## config.mk

```make
export PLATFORM = sky130hd
export DESIGN_NAME = dbg_bus_master
export DESIGN_NICKNAME = d
export VERILOG_FILES = /design/src/rtl/dbg_bus_master_pkg.sv /design/src/rtl/dbg_bus_master_resp_shifter.sv /design/src/rtl/dbg_bus_master.sv
export SDC_FILE = /design/constraint.sdc
export NUM_CORES = 1
export LEC_CHECK = 0
export ABC_AREA = 1
export CAP_MARGIN = 25
export CELL_PAD_IN_SITES_DETAIL_PLACEMENT = 0
export CELL_PAD_IN_SITES_GLOBAL_PLACEMENT = 1
export CORE_UTILIZATION = 39
export DETAILED_ROUTE_END_ITERATION = 7
export PLACE_DENSITY_LB_ADDON = 0.25
export SLEW_MARGIN = 30
export SYNTH_ARGS = -nofsm -noshare
export SYNTH_HDL_FRONTEND = slang
export SYNTH_SLANG_ARGS = --single-unit
```

## constraint.sdc

```tcl
create_clock -name clk -period 2.65 [get_ports clk]
set_input_delay 0.53 -clock clk [delete_from_list [all_inputs] [get_ports clk]]
set_output_delay 0.53 -clock clk [all_outputs]
set_load 0.02 [all_outputs]
```

## src/rtl/dbg_bus_master_pkg.sv

```systemverilog
// rtl/dbg_bus_master_pkg.sv - shared opcode, response, bus-mode and FSM-state constants
package dbg_bus_master_pkg;

  typedef logic [2:0] dbg_state_t;

  localparam logic [7:0] DBG_OP_READ  = 8'h52;
  localparam logic [7:0] DBG_OP_WRITE = 8'h57;
  localparam logic [7:0] DBG_RSP_ACK  = 8'h4B;
  localparam logic [7:0] DBG_RSP_ERR  = 8'h3F;

  localparam logic [1:0] BUS_IDLE  = 2'b00;
  localparam logic [1:0] BUS_READ  = 2'b01;
  localparam logic [1:0] BUS_WRITE = 2'b10;

  localparam dbg_state_t ST_IDLE = 3'd0;
  localparam dbg_state_t ST_ADDR = 3'd1;
  localparam dbg_state_t ST_DATA = 3'd2;
  localparam dbg_state_t ST_BUS  = 3'd3;
  localparam dbg_state_t ST_RESP = 3'd4;

endpackage

```

## src/rtl/dbg_bus_master_resp_shifter.sv

```systemverilog
// rtl/dbg_bus_master_resp_shifter.sv - response byte shifter, LSB first, ready/valid out
module dbg_resp_shifter (
  input  logic        clk,
  input  logic        reset,
  input  logic        load,
  input  logic [31:0] load_data,
  input  logic [2:0]  load_count,
  output logic [7:0]  tx_data,
  output logic        tx_valid,
  input  logic        tx_ready,
  output logic        last
);

  logic [31:0] data_q, data_d;
  logic [2:0]  cnt_q, cnt_d;

  assign tx_valid = (cnt_q != 3'd0);
  assign tx_data  = data_q[7:0];
  assign last     = tx_valid && tx_ready && (cnt_q == 3'd1);

  always_comb begin
    data_d = data_q;
    cnt_d  = cnt_q;
    if (load) begin
      data_d = load_data;
      cnt_d  = load_count;
    end else if (tx_valid && tx_ready) begin
      // zero-fill so tx_data returns to 0 once the queue drains
      data_d = {8'h00, data_q[31:8]};
      cnt_d  = cnt_q - 3'd1;
    end
  end

  always_ff @(posedge clk or negedge reset) begin
    if (!reset) begin
      data_q <= '0;
      cnt_q  <= '0;
    end else begin
      data_q <= data_d;
      cnt_q  <= cnt_d;
    end
  end

endmodule

```

## src/rtl/dbg_bus_master.sv

```systemverilog
// rtl/dbg_bus_master.sv - host byte-stream to single bus transaction debug initiator
module dbg_bus_master
  import dbg_bus_master_pkg::*;
#(
  parameter int TIMEOUT_CYCLES = 100000,
  parameter int TO_W           = 17
) (
  input  logic        clk,
  input  logic        reset,
  input  logic [7:0]  rx_data,
  input  logic        rx_valid,
  output logic [7:0]  tx_data,
  output logic        tx_valid,
  input  logic        tx_ready,
  output logic [31:0] mst_address,
  output logic [31:0] mst_write_data,
  output logic [1:0]  mst_mode,
  input  logic [31:0] mst_read_data,
  output logic        busy,
  output logic        rx_overrun
);

  localparam logic [TO_W-1:0] TO_LAST = TO_W'(TIMEOUT_CYCLES - 1);

  dbg_state_t      state_q, state_d;
  logic            op_wr_q, op_wr_d;
  logic [1:0]      byte_cnt_q, byte_cnt_d;
  logic [31:0]     addr_q, addr_d;
  logic [31:0]     wdata_q, wdata_d;
  logic [TO_W-1:0] to_cnt_q, to_cnt_d;
  logic            ovr_q, ovr_d;

  logic            ld;
  logic [31:0]     ld_data;
  logic [2:0]      ld_cnt;
  logic            tx_last;

  assign busy           = (state_q != ST_IDLE);
  assign mst_address    = addr_q;
  assign mst_write_data = wdata_q;
  assign rx_overrun     = ovr_q;
  // decoded from state flops so an async reset drops it immediately
  assign mst_mode       = (state_q == ST_BUS) ? (op_wr_q ? BUS_WRITE : BUS_READ) : BUS_IDLE;

  always_comb begin
    state_d    = state_q;
    op_wr_d    = op_wr_q;
    byte_cnt_d = byte_cnt_q;
    addr_d     = addr_q;
    wdata_d    = wdata_q;
    to_cnt_d   = '0;
    ovr_d      = 1'b0;
    ld         = 1'b0;
    ld_data    = '0;
    ld_cnt     = '0;
    case (state_q)
      ST_IDLE: begin
        if (rx_valid) begin
          if (rx_data == DBG_OP_READ || rx_data == DBG_OP_WRITE) begin
            op_wr_d    = (rx_data == DBG_OP_WRITE);
            byte_cnt_d = 2'd0;
            state_d    = ST_ADDR;
          end else begin
            ld      = 1'b1;
            ld_data = {24'h0, DBG_RSP_ERR};
            ld_cnt  = 3'd1;
            state_d = ST_RESP;
          end
        end
      end
      ST_ADDR, ST_DATA: begin
        if (rx_valid) begin
          if (state_q == ST_ADDR) addr_d[{byte_cnt_q, 3'b000} +: 8] = rx_data;
          else                    wdata_d[{byte_cnt_q, 3'b000} +: 8] = rx_data;
          byte_cnt_d = byte_cnt_q + 2'd1;
          if (byte_cnt_q == 2'd3)
            state_d = (state_q == ST_ADDR && op_wr_q) ? ST_DATA : ST_BUS;
        end else if (to_cnt_q == TO_LAST) begin
          state_d = ST_IDLE;
        end else begin
          to_cnt_d = to_cnt_q + 1'b1;
        end
      end
      ST_BUS: begin
        ovr_d   = rx_valid;
        ld      = 1'b1;
        ld_data = op_wr_q ? {24'h0, DBG_RSP_ACK} : mst_read_data;
        ld_cnt  = op_wr_q ? 3'd1 : 3'd4;
        state_d = ST_RESP;
      end
      ST_RESP: begin
        ovr_d = rx_valid;
        if (tx_last) state_d = ST_IDLE;
      end
      default: state_d = ST_IDLE;
    endcase
  end

  always_ff @(posedge clk or negedge reset) begin
    if (!reset) begin
      state_q    <= ST_IDLE;
      op_wr_q    <= 1'b0;
      byte_cnt_q <= '0;
      addr_q     <= '0;
      wdata_q    <= '0;
      to_cnt_q   <= '0;
      ovr_q      <= 1'b0;
    end else begin
      state_q    <= state_d;
      op_wr_q    <= op_wr_d;
      byte_cnt_q <= byte_cnt_d;
      addr_q     <= addr_d;
      wdata_q    <= wdata_d;
      to_cnt_q   <= to_cnt_d;
      ovr_q      <= ovr_d;
    end
  end

  dbg_resp_shifter u_resp (
    .clk        (clk),
    .reset      (reset),
    .load       (ld),
    .load_data  (ld_data),
    .load_count (ld_cnt),
    .tx_data    (tx_data),
    .tx_valid   (tx_valid),
    .tx_ready   (tx_ready),
    .last       (tx_last)
  );

endmodule

```

=== Yosys cells after proc, flatten, opt, wreduce, memory -nomap -nowiden ===
Index checks and enable logic that the tools add are counted.

* $add $sub $neg: 4
* Equal/unequal tests: 15
* Shifts and indexed selects: 2
* Multiplexer cells: 35
* Bitwise operators: 1
* Reduce and logical (&&, ||, !) cells: 16

{| class="wikitable"
|+ Operators by type and width
! kind !! count
|-
| two-way mux 32 bit || 3
|-
| bitwise mux 32 bit || 2
|-
| case mux 32 bit (2 select lines) || 1
|-
| two-way mux 17 bit || 3
|-
| variable shift 8 x 7 -> 32 bit (first input constant) || 1
|-
| indexed part select 8 x 7 -> 32 bit || 1
|-
| two-way mux 3 bit || 9
|-
| adder 17 x 1 -> 17 bit (second input constant) || 1
|-
| == test 17 bit (second input constant) || 1
|-
| == test 8 x 7 -> 1 bit (second input constant) || 2
|-
| two-way mux 6 bit || 2
|-
| case mux 3 bit (4 select lines) || 1
|-
| two-way mux 2 bit || 5
|-
| AND reduction 3 bit || 3
|-
| != test 2 bit (second input constant) || 4
|-
| AND reduction 4 bit || 2
|-
| negation 5 -> 7 bit || 1
|-
| == test 3 x 1 -> 1 bit (second input constant) || 2
|-
| == test 3 x 2 -> 1 bit (second input constant) || 2
|-
| two-way mux 1 bit || 6
|-
| != test 3 bit (second input constant) || 2
|-
| case mux 3 bit (2 select lines) || 1
|-
| nonzero test 3 bit || 2
|-
| case mux 2 bit (2 select lines) || 1
|-
| 11 further kinds || 15
|}

* Flip-flop bits (word level): 123
* Bits of input ports: 44
* Output and inout bits: 77
* Logic and storage cells: 82

=== Longest topological paths before layout ===
Gate-level depths: netlist (run 1).

* Depth in word-level cells: 6
* Mapped depth: 11

=== Hierarchy ===
Synthesis (run 1) repeated with hierarchy kept, for this count alone.

* Cell total of the unflattened synthesis: 773
* Area, all modules: 6326.1 um^2

{| class="wikitable"
|+ By module, submodules not included
! module !! instances !! cells each !! area an instance (um^2) !! sequential area each (um^2)
|-
| dbg_bus_master || 1 || 538 || 4530.6 || 2202.1
|-
| dbg_resp_shifter || 1 || 235 || 1795.5 || 875.8
|}

=== Worst setup path after synthesis (run 1) ===
No wires, ideal clock.

* Path kind: reg-to-reg
* From: register byte_cnt_q[0]
* To: register addr_q[16], in the netlist mst_address[16]
* Data arrival time: 1.779 ns
* Required time: 2.585 ns
* Path slack: 0.806 ns
* Stages on the path, launching flop included: 8
* Buffers on the path: 2
* Period minus slack after synthesis: 1.844 ns
* Cells stage by stage: dfrtp_1 > buf_2 > inv_1 > ha_1 > clkbuf_1 > nand2_1 > nor3_1 > mux2_2

* Word-level cells in the longest chain between the ends: 3
* Elaborated cells on any way between the ends: 4
* Those cells by class: 1 x add/sub; 2 x shift; 1 x mux

{| class="wikitable"
|+ Ends and longest elaborated chain
! item !! RTL line !! source
|-
| start, declared || dbg_bus_master.sv:27 || <nowiki>logic [1:0] byte_cnt_q, byte_cnt_d;</nowiki>
|-
| start signal, assigned || dbg_bus_master.sv:111 || <nowiki>byte_cnt_q <= byte_cnt_d;</nowiki>
|-
| negation 5 -> 7 bit * || dbg_bus_master.sv:73 || <nowiki>if (state_q == ST_ADDR) addr_d[{byte_cnt_q, 3'b000} +: 8] = rx_data;</nowiki>
|-
| indexed part select 8 x 7 -> 32 bit / variable shift 8 x 7 -> 32 bit (equally long branches) || dbg_bus_master.sv:73 ||
|-
| bitwise mux 32 bit * || dbg_bus_master.sv:73 ||
|-
| end signal, assigned || dbg_bus_master.sv:112 || <nowiki>addr_q <= addr_d;</nowiki>
|-
| end, declared || dbg_bus_master.sv:28 || <nowiki>logic [31:0] addr_q, addr_d;</nowiki>
|}

Mark *: on every way between the ends. The rest lies on a longest branch, timed or not.
A chain may end at the register's enable or synchronous reset.

=== Worst setup path in the final report (run 1) ===
* From: register state_q[0]
* To: output mst_mode[0]

* Word-level cells in the longest chain between the ends: 2

{| class="wikitable"
|+ Ends and longest elaborated chain
! item !! RTL line !! source
|-
| start, declared || dbg_bus_master.sv:25 || <nowiki>dbg_state_t state_q, state_d;</nowiki>
|-
| start signal, assigned || dbg_bus_master.sv:109 || <nowiki>state_q <= state_d;</nowiki>
|-
| == test 3 x 2 -> 1 bit || dbg_bus_master.sv:43 || <nowiki>assign mst_mode = (state_q == ST_BUS) ? (op_wr_q ? BUS_WRITE : BUS_READ) : BUS_IDLE;</nowiki>
|-
| two-way mux 2 bit || dbg_bus_master.sv:43 ||
|-
| end, declared || dbg_bus_master.sv:17 || <nowiki>output logic [1:0] mst_mode,</nowiki>
|}

No other way between the ends.

==> results of run 1 <==
-- critical path: stages, from the launching register on --
cell and delay [ns]:
dfrtp_2 0.43, nand2_1 0.12, nor2_4 0.16, inv_2 0.06, nor2_2 0.15, clkdlybuf4s50_1 0.63
-- Yosys cell counts --
master,n
nor2_2,2
nand2_4,1
o21ai_1,30
a31oi_1,1
ha_1,10
o21bai_1,2
nor3_1,12
xnor2_1,1
clkinv_1,5
inv_1,93
nor2_4,10
dfrtp_1,123
mux2_2,27
nand2_2,1
and3_1,3
nor3b_1,2
buf_6,3
o211ai_1,4
o21ai_0,24
buf_1,1
nand2_1,223
inv_2,3
nor2_1,66
nand3_2,3
nand4_1,29
clkbuf_1,6
mux2_1,5
nand3_1,41
xor2_1,2
a21oi_1,2
buf_4,8
buf_2,17
-- per-layer routing --
layer	vias up	wire length (um)
li1	2645	-
met1	2464	7530
met3	22	652
met2	115	7020
met5	-	0
met4	0	291
-- final timing paths --
kind | start | end | slack, ns | depth (start not counted)
max in group asynchronous | reset | mst_address[5] | 1.93 | 2
worst max register to register | u_resp.cnt_q[0] | u_resp.data_q[14] | 0.46 | 10
worst min register to register | to_cnt_q[0] | to_cnt_q[0] | 0.46 | 1
worst min-delay path | reset | mst_write_data[29] | 0.09 | 1
min in group clk | to_cnt_q[0] | to_cnt_q[0] | 0.46 | 1
worst max-delay path | state_q[0] | mst_mode[0] | 0.15 | 5
-- power breakdown --
group | leakage (nW) | internal, mW | switching [mW]
clock | 0.290 | 1.48 | 0.887
combinational | 2.15 | 0.770 | 1.32
sequential | 1.66 | 2.17 | 0.147
total | 4.09 | 4.41 | 2.36
-- registers in the layout (all words and copies together), names as in the netlist --
| signal | flops |
|---|---|
| byte_cnt_q | 2 |
| u_resp.cnt_q | 3 |
| mst_write_data | 32 |
| to_cnt_q | 17 |
| u_resp.data_q | 32 |
| op_wr_q | 1 |
| rx_overrun | 1 |
| state_q | 3 |
| mst_address | 32 |
-- cell type report --
type,instances,share of cell area
clock buffer,17,0.0517
clock inverter,15,0.0210
inverter,101,0.0461
multi-input combinational,501,0.315
sequential,123,0.374
tap,211,0.0321
timing repair buffer,131,0.160
-- cells by family (layout without fill, tap and decap cells) --
| logic type | Yosys count | in the layout | synth area share |
|---|---|---|---|
| mux | 32 | 32 | 0.0577 |
| compound gates | 63 | 63 | 0.0531 |
| buf+inv | 136 | 264 | 0.0936 |
| fa+ha+maj | 10 | 10 | 0.0200 |
| simple gates | 393 | 393 | 0.278 |
| xor+xnor | 3 | 3 | 0.00421 |
| flops | 123 | 123 | 0.493 |
-- timing repair --
action,CTS,global route
gates resized for setup,1,2
gates cloned,0,0
endpoints found under the setup margin,2,2
==> metrics.cfg, run 1 <==
[status]
status = finished, final reports clean

[grt]
first_global_vias = 5220
grt.busiest_layer = met2
gr-total-overflow = 0
grt_max_degree = 48
grt_pass1_wl_mm = 26.1
met1_usage = 0.280
grt.met2_usage = 0.310
track_usage = 0.204
grt_util_met3 = 0.0478
antenna_found_initial = 0

[sta]
timing.fmax_mhz = 400
setup_slack_ns = 0.151
report.final.slew_viol_count = 0
fin_crit_sh = 0.943
holdWs_ns = 0.0932
relSlewSlack = 0.548
setup_viol = 0
min_period_ns = 2.50
worst_slew_pin_slew_ns = 0.677
fin_tns_setup_ns = 0
final_hold_viol_count = 0
rsz0062_at_grt = no
fin_skew_ns = 0.0104

[pwr]
p_per_area_nw_per_um2 = 823
peakVddDrop_mv = 0.543
p_leak_nw = 4.09
total_power_mw = 6.77

[synthesis]
yosysUniqueCellTypes = 32
synth_nets = 814
ys_seq_elements = 123
netlist_top_cells_area = dfrtp_1 (49%), nand2_1 (13%), inv_1 (5.6%)
synth_area_leader_cell = dfrtp_1
ys_seq_area_frac = 0.493
synth_top_area_frac = 0.493
yosys_warnings = 0
syn_area_per_cell_um2 = 8.22
netlist_area_um2 = 6240
synthCells = 760

[final_layout]
syn_to_final_growth_pct = 31.8
regArea_um2 = 3080
final_nets = 929
final-instance-count-excl-fill = 1099
diodes = 0
postLayoutCellArea_um2 = 8230
multi_input_area_um2 = 2590
fin_util = 0.533
layout_common_cells = nand2_1 (223), dfrtp_1 (122), clkdlybuf4s50_1 (119)
final_common_cell = nand2_1
layout-drive-gt1-share = 0.106
fillCellCount = 1448

[clock_tree]
cts_tree = built
clkTransAtPathRegs_ns = 0.06
htreeDepth = 4
postCtsSetupRepairBufs = 0
cts_sinks = 123
cts-root-buf = clkbuf_16
cts_hold_buf = 0
cts_buffers = 17
clockBufferDepth = 2
clk_latency_ns = 0.42

[setup_path]
crit_path_end_kind = output port
worstPathMaxFanout = 6
startpoint_type = flip-flop
critical_path_class = flip-flop to output port
cp.arrival_ns = 1.97
cp_data_required_time_ns = 2.12

[die]
dieArea_um2 = 16500
start_util = 0.405
die_x_um = 129
num_rows = 45
coreArea_um2 = 15400
io_pins = 121
die_h_um = 129

[placement]
place_congestion = 0.840
dp.cells = 1067
hpwl_mm = 11.0
portBuffers = 120
place_ws_ns = 0.177
placed_area_um2 = 7620

[worst_hold_path]
hold_path_class = primary input to async pin

[job]
maxCapViolCount = 0

[detailed_routing]
viasPerCell = 4.77
first_iter_violations = 319
drc = 0
via_count = 5246
antenna_left = 0
first_pass_iters = 5
wire_per_inst_um = 14.1
routed_wl_mm = 15.5

No activity file was read; power rests on OpenSTA's default activity.
==> inputs of run 2 (changes only) <==
--- a/config.mk
+++ b/config.mk
@@ -6,10 +6,11 @@
 export NUM_CORES = 1
 export LEC_CHECK = 0
 export ABC_AREA = 1
+export ABC_CLOCK_PERIOD_IN_PS = 3050
 export CAP_MARGIN = 25
 export CELL_PAD_IN_SITES_DETAIL_PLACEMENT = 0
 export CELL_PAD_IN_SITES_GLOBAL_PLACEMENT = 1
-export CORE_UTILIZATION = 39
+export CORE_UTILIZATION = 40
 export DETAILED_ROUTE_END_ITERATION = 7
 export PLACE_DENSITY_LB_ADDON = 0.25
 export SLEW_MARGIN = 30
==> constraint.sdc (replaced) <==
create_clock -name clk -period 3.05 [get_ports clk]
set_input_delay 0.61 -clock clk [delete_from_list [all_inputs] [get_ports clk]]
set_output_delay 0.61 -clock clk [all_outputs]
set_load 0.02 [all_outputs]
==> metrics.cfg, run 2 (synthesis results as in run 1) <==
[status]
status = finished, final reports clean

[clock_tree]
cts_tree = built
cts-root-buf = clkbuf_16
clk_latency_ns = 0.42  ; about the same
clockBufferDepth = 2  ; unchanged
cts_hold_buf = 0  ; unchanged
htreeDepth = 4  ; unchanged
cts-resized-gates = 0  ; -1
cts_buffers = 17  ; unchanged
cts_sinks = 123  ; unchanged
postCtsSetupRepairBufs = 0  ; unchanged
clkTransAtPathRegs_ns = 0.06  ; about the same

[pwr]
p_switching_mw = 1.98  ; -16%
combPwrFrac = 0.308  ; about the same
netSwitchingFraction = 0.335  ; -0.0133
pwr-share-seq = 0.338  ; -0.004
p_per_area_nw_per_um2 = 724  ; -12%
total_power_mw = 5.92  ; -13%
peakVddDrop_mv = 0.460  ; -15%
pwr-share-clk = 0.354  ; +0.005
p_leak_nw = 4.09  ; -0.13%
internal-power_mw = 3.94  ; -11%

[grt]
grt_max_degree = 52  ; +8.3%
gr-total-overflow = 0  ; unchanged
track_usage = 0.209  ; +0.00487
antenna_found_initial = 0  ; unchanged
first_global_vias = 5293  ; +1.4%
grt_pass1_wl_mm = 26.2  ; +0.29%

[placement]
placed_area_um2 = 7570  ; -0.74%
hpwl_mm = 11.2  ; +1.1%
portBuffers = 120  ; unchanged
place_congestion = 0.840  ; about the same
place_ws_ns = 0.486  ; +0.308 ns

[detailed_routing]
drc = 0  ; unchanged
viasPerCell = 4.90  ; +2.6%
antenna_left = 0  ; unchanged
via_count = 5248  ; +0.038%
first_iter_violations = 304  ; -4.7%
first_pass_iters = 4  ; -1
wire_per_inst_um = 14.4  ; +2.0%
routed_wl_mm = 15.4  ; -0.48%

[setup_path]
cp_data_required_time_ns = 2.44  ; +0.32 ns
cp.arrival_ns = 2.12  ; +0.15 ns
critical_path_class = flip-flop to output port
slowest_delay_ns = 0.64  ; about the same
cp_cell_sequence = nand2_1 -> nor2_1 -> inv_2 -> nor2_2 -> clkdlybuf4s50_1
crit_family = buffers and inverters
cp.depth = 5  ; unchanged
cp_num_buf_inv = 2  ; unchanged
cpMaxStageDelayCell = clkdlybuf4s50_1
worstPathMaxFanout = 6  ; unchanged
startpoint_type = flip-flop
crit_path_end_kind = output port
worst_r2r_path_depth = 6  ; -4

[final_layout]
fillCellCount = 1447  ; -0.069%
regArea_um2 = 3080  ; about the same
layout_common_cells = nand2_1 (223), dfrtp_1 (123), clkdlybuf4s50_1 (119)
diodes = 0  ; unchanged
postLayoutCellArea_um2 = 8170  ; -0.68%
fin_util = 0.538  ; +0.00420
final_nets = 927  ; -0.22%
layout-drive-gt1-share = 0.0962  ; -0.00970
final_common_cell = nand2_1
syn_to_final_growth_pct = 30.9
multi_input_area_um2 = 2580  ; -0.29%

[sta]
min_period_ns = 2.73
setup_viol = 0  ; unchanged
fin_skew_ns = 0.00442  ; -0.00594 ns
worst_slew_pin_slew_ns = 0.591  ; -0.0862 ns
fin_crit_sh = 0.894
timing.fmax_mhz = 367
fin_tns_setup_ns = 0  ; unchanged
report.final.slew_viol_count = 0  ; unchanged
rsz0062_at_grt = no
relSlewSlack = 0.606  ; +0.0575
setup_slack_ns = 0.323  ; +0.173 ns
final_hold_viol_count = 0  ; unchanged

[die]
num_rows = 45  ; unchanged
die_h_um = 127  ; -1.2%
dieArea_um2 = 16100  ; -2.5%
coreArea_um2 = 15200  ; -1.5%
die_x_um = 127  ; -1.2%
start_util = 0.411  ; +0.00600
io_pins = 121  ; unchanged

[job]
maxCapViolCount = 0  ; unchanged

[worst_hold_path]
hold_path_class = primary input to async pin

## run 2: cell count changes in the layout (fill, tap and decap cells not counted)
cell,change
clkbuf_1,+3
nor2_4,-1
inv_6,-3
dfrtp_2,-1
buf_12,-1
clkbuf_8,+2
bufinv_16,+1
clkinv_2,-2
clkinvlp_4,-2
clkinv_4,-1
dfrtp_1,+1
nor2_1,+1
buf_4,-1
## run 2: final cells by class
type / instances / share of cell area
Clock buffer: 22 / 0.0568
Clock inverter: 8 / 0.0174
Inverter: 101 / 0.0464
Multi-Input combinational cell: 501 / 0.316
Sequential cell: 123 / 0.377
Tap cell: 188 / 0.0288
Timing Repair Buffer: 129 / 0.158
## run 2: metrics by stage
stage          std cells  hold WS, ns
2_1_floorplan        760        0.314
3_3_place_gp        1042        0.450
3_5_place_dp        1042        0.456
4_1_cts             1072        0.137
5_1_grt             1072        0.159
6_report            1072        0.135
## run 2: worst paths after layout
| path | startpoint | endpoint | slack [ns] |
|---|---|---|---|
| worst max register to register | byte_cnt_q[1] | mst_address[3] | 0.74 |
| min in group clk | to_cnt_q[0] | to_cnt_q[0] | 0.47 |
| worst max-delay path | state_q[0] | mst_mode[0] | 0.32 |
| worst min-delay path | reset | mst_address[28] | 0.13 |
| max in group asynchronous | reset | mst_write_data[3] | 2.20 |
| worst min register to register | to_cnt_q[0] | to_cnt_q[0] | 0.47 |
## run 2: layer usage
layer,global-route usage,share of wire
met1,0.275,0.47
met2,0.335,0.46
met3,0.0451,0.044
met4,0.0868,0.021
met5,0,0
## run 2: power by group through the flow
stage	Sequential [mW]	Clock, mW	Combinational [mW]
floorplan	2.07	0	1.19
global placement	2.03	0	1.80
detailed placement	2.03	0	1.82
CTS	2.00	2.12	1.84
global route	2.03	2.20	2.07
finish	2.00	2.10	1.82
==> inputs of run 3 (changes only) <==
--- a/config.mk
+++ b/config.mk
@@ -6,11 +6,11 @@
 export NUM_CORES = 1
 export LEC_CHECK = 0
 export ABC_AREA = 1
-export ABC_CLOCK_PERIOD_IN_PS = 3050
+export ABC_CLOCK_PERIOD_IN_PS = 2400
 export CAP_MARGIN = 25
 export CELL_PAD_IN_SITES_DETAIL_PLACEMENT = 0
 export CELL_PAD_IN_SITES_GLOBAL_PLACEMENT = 1
-export CORE_UTILIZATION = 40
+export CORE_UTILIZATION = 35
 export DETAILED_ROUTE_END_ITERATION = 7
 export PLACE_DENSITY_LB_ADDON = 0.25
 export SLEW_MARGIN = 30
==> constraint.sdc (replaced) <==
create_clock -name clk -period 2.4 [get_ports clk]
set_input_delay 0.48 -clock clk [delete_from_list [all_inputs] [get_ports clk]]
set_output_delay 0.48 -clock clk [all_outputs]
set_load 0.02 [all_outputs]
==> metrics.cfg, run 3 (synthesis results as in run 1) <==
[placement]
place_congestion = 0.850  ; +1.2%
dp.cells = 1095  ; +5.1%
hpwl_mm = 11.9  ; +6.9%
portBuffers = 120  ; unchanged
placed_area_um2 = 7730  ; +2.2%

[die]
coreArea_um2 = 17400  ; +14%
die_x_um = 136  ; +6.8%
num_rows = 48  ; +6.7%
start_util = 0.360  ; -0.0510
io_pins = 121  ; unchanged
dieArea_um2 = 18400  ; +14%
die_h_um = 136  ; +6.8%

[clock_tree]
cts_sinks = 123  ; unchanged
htreeDepth = 4  ; unchanged
clockBufferDepth = 2  ; unchanged
cts_buffers = 17  ; unchanged
postCtsSetupRepairBufs = 0  ; unchanged
clkTransAtPathRegs_ns = 0.06  ; about the same
cts-root-buf = clkbuf_16
clk_latency_ns = 0.42  ; about the same
cts_tree = built

[pwr]
combPwrFrac = 0.315  ; +0.007
p_leak_nw = 4.18  ; +2.3%
pwr-share-seq = 0.330  ; -0.008
p_per_area_nw_per_um2 = 924  ; +28%
internal-power_mw = 5.12  ; +30%
netSwitchingFraction = 0.338  ; +0.00294
p_switching_mw = 2.61  ; +32%
pwr-share-clk = 0.355  ; about the same
peakVddDrop_mv = 0.560  ; +22%

[setup_path]
slowest_delay_ns = 0.38  ; -0.26 ns
critical_path_class = flip-flop to output port
cp_common_cell = nor2_2
worst_r2r_path_depth = 8  ; +2
cp_num_buf_inv = 4  ; +2
startpoint_type = flip-flop
r2r_end = u_resp.cnt_q[0]
worstPathMaxFanout = 5  ; -1
crit_family = buffers and inverters
cp.arrival_ns = 1.72  ; -0.40 ns
cp_cell_sequence = buf_4 -> nor2_2 -> inv_2 -> nor2_2 -> inv_1 -> dlygate4sd2_1
r2r_start = state_q[1]
rrSetupSlack_ns = 0.54  ; -0.20 ns
crit_path_end_kind = output port
cpMaxStageDelayCell = dfrtp_1
cp_data_required_time_ns = 1.92  ; -0.52 ns

[sta]
worst_slew_pin_slew_ns = 0.536  ; -0.0545 ns
fin_crit_sh = 0.916
timing.fmax_mhz = 455
rsz0062_at_grt = no
fin_skew_ns = 0.00781  ; +0.00338 ns
final_hold_viol_count = 0  ; unchanged
report.final.slew_viol_count = 0  ; unchanged
relSlewSlack = 0.643  ; +0.0368
setup_viol = 0  ; unchanged
fin_tns_setup_ns = 0  ; unchanged
min_period_ns = 2.20
holdWs_ns = 0.408  ; +0.273 ns

[grt]
grt.met2_usage = 0.297  ; -0.0375
gr-total-overflow = 0  ; unchanged
grt_pass1_wl_mm = 26.9  ; +2.7%
antenna_found_initial = 0  ; unchanged
grt_max_degree = 48  ; -7.7%
grt.busiest_layer = met2
first_global_vias = 5356  ; +1.2%
track_usage = 0.190  ; -0.0195
grt_util_met3 = 0.0524  ; +0.00725
met1_usage = 0.249  ; -0.0256

[detailed_routing]
first_pass_iters = 5  ; +1
via_count = 5366  ; +2.2%
wire_per_inst_um = 14.4  ; +0.26%
routed_wl_mm = 16.3  ; +5.5%
viasPerCell = 4.76  ; -2.8%
first_iter_violations = 352  ; +16%
drc = 0  ; unchanged
antenna_left = 0  ; unchanged

[job]
maxCapViolCount = 0  ; unchanged

[final_layout]
layout-drive-gt1-share = 0.115  ; +0.0190
multi_input_area_um2 = 2590  ; about the same
syn_to_final_growth_pct = 34.1
layout_common_cells = nand2_1 (223), dfrtp_1 (123), clkdlybuf4s50_1 (115)
final_nets = 944  ; +1.8%
fillCellCount = 1671  ; +15%
postLayoutCellArea_um2 = 8370  ; +2.4%
final_common_cell = nand2_1
diodes = 0  ; unchanged
final-instance-count-excl-fill = 1128  ; +5.2%
regArea_um2 = 3080  ; unchanged
fin_util = 0.482  ; -0.0552

[worst_hold_path]
hold_path_class = primary input to async pin

[status]
status = finished, final reports clean

==> run 3: changes by cell type in the layout (fill, tap and decap cells not counted) <==
| cell | before | now |
|---|---|---|
| clkinvlp_4 | 1 | 3 |
| buf_4 | 8 | 24 |
| clkinv_2 | 3 | 1 |
| nor2_1 | 65 | 64 |
| clkdlybuf4s50_1 | 119 | 115 |
| nor2_2 | 3 | 4 |
| dlymetal6s2s_1 | 0 | 1 |
| dlygate4sd2_1 | 0 | 3 |
| clkinv_4 | 0 | 2 |
| dlygate4sd3_1 | 0 | 1 |
==> run 3: power groups by stage <==
stage          Clock [mW]  Combinational (mW)  Sequential, mW
4_1_cts              2.79                2.47            2.56
3_5_place_dp            0                2.46            2.58
2_1_floorplan           0                1.51            2.63
6_report             2.75                2.44            2.55
3_3_place_gp            0                2.43            2.58
5_1_grt              2.89                2.77            2.59
==> run 3: final cells by class <==
cell class                 instances  area share
clock buffer                      22      0.0554
clock inverter                    10      0.0197
inverter                         101      0.0453
multi-input combinational        501       0.309
sequential                       123       0.368
tap                              225      0.0336
timing repair buffer             146       0.170
==> run 3: worst max path at each step <==
stage | cells after the start | slack, ns | end | from
after floorplan | 7 | 0.56 | mst_address[16] | byte_cnt_q[0]
after global placement | 10 | 0.14 | u_resp.data_q[7] | rx_data[4]
after detailed placement | 9 | 0.06 | u_resp.data_q[3] | rx_data[4]
after CTS | 4 | 0.04 | tx_valid | u_resp.cnt_q[0]
after global routing | 6 | 0.07 | busy | state_q[0]
final | 6 | 0.20 | busy | state_q[0]
==> run 3: per-layer routing <==
layer,share of wire,vias to the layer above,routed length (um)
met1,0.47,2544,7580
met4,0.018,0,296
met3,0.050,18,815
li1,-,2663,-
met2,0.47,141,7560
met5,0,-,0
==> run 3: what timing repair did <==
action	CTS	global route
resized for setup	4	1
setup endpoints to repair	3	1
hold buffers	1	0
pin swaps	0	0
hold endpoints to repair	5	0
==> run 3: through the flow <==
stage	setup slack (ns)	power, mW
after floorplan	0.556	4.14
after global placement	0.145	5.01
after detailed placement	0.0564	5.04
after CTS	0.0406	7.82
after global routing	0.0671	8.25
final	0.201	7.73
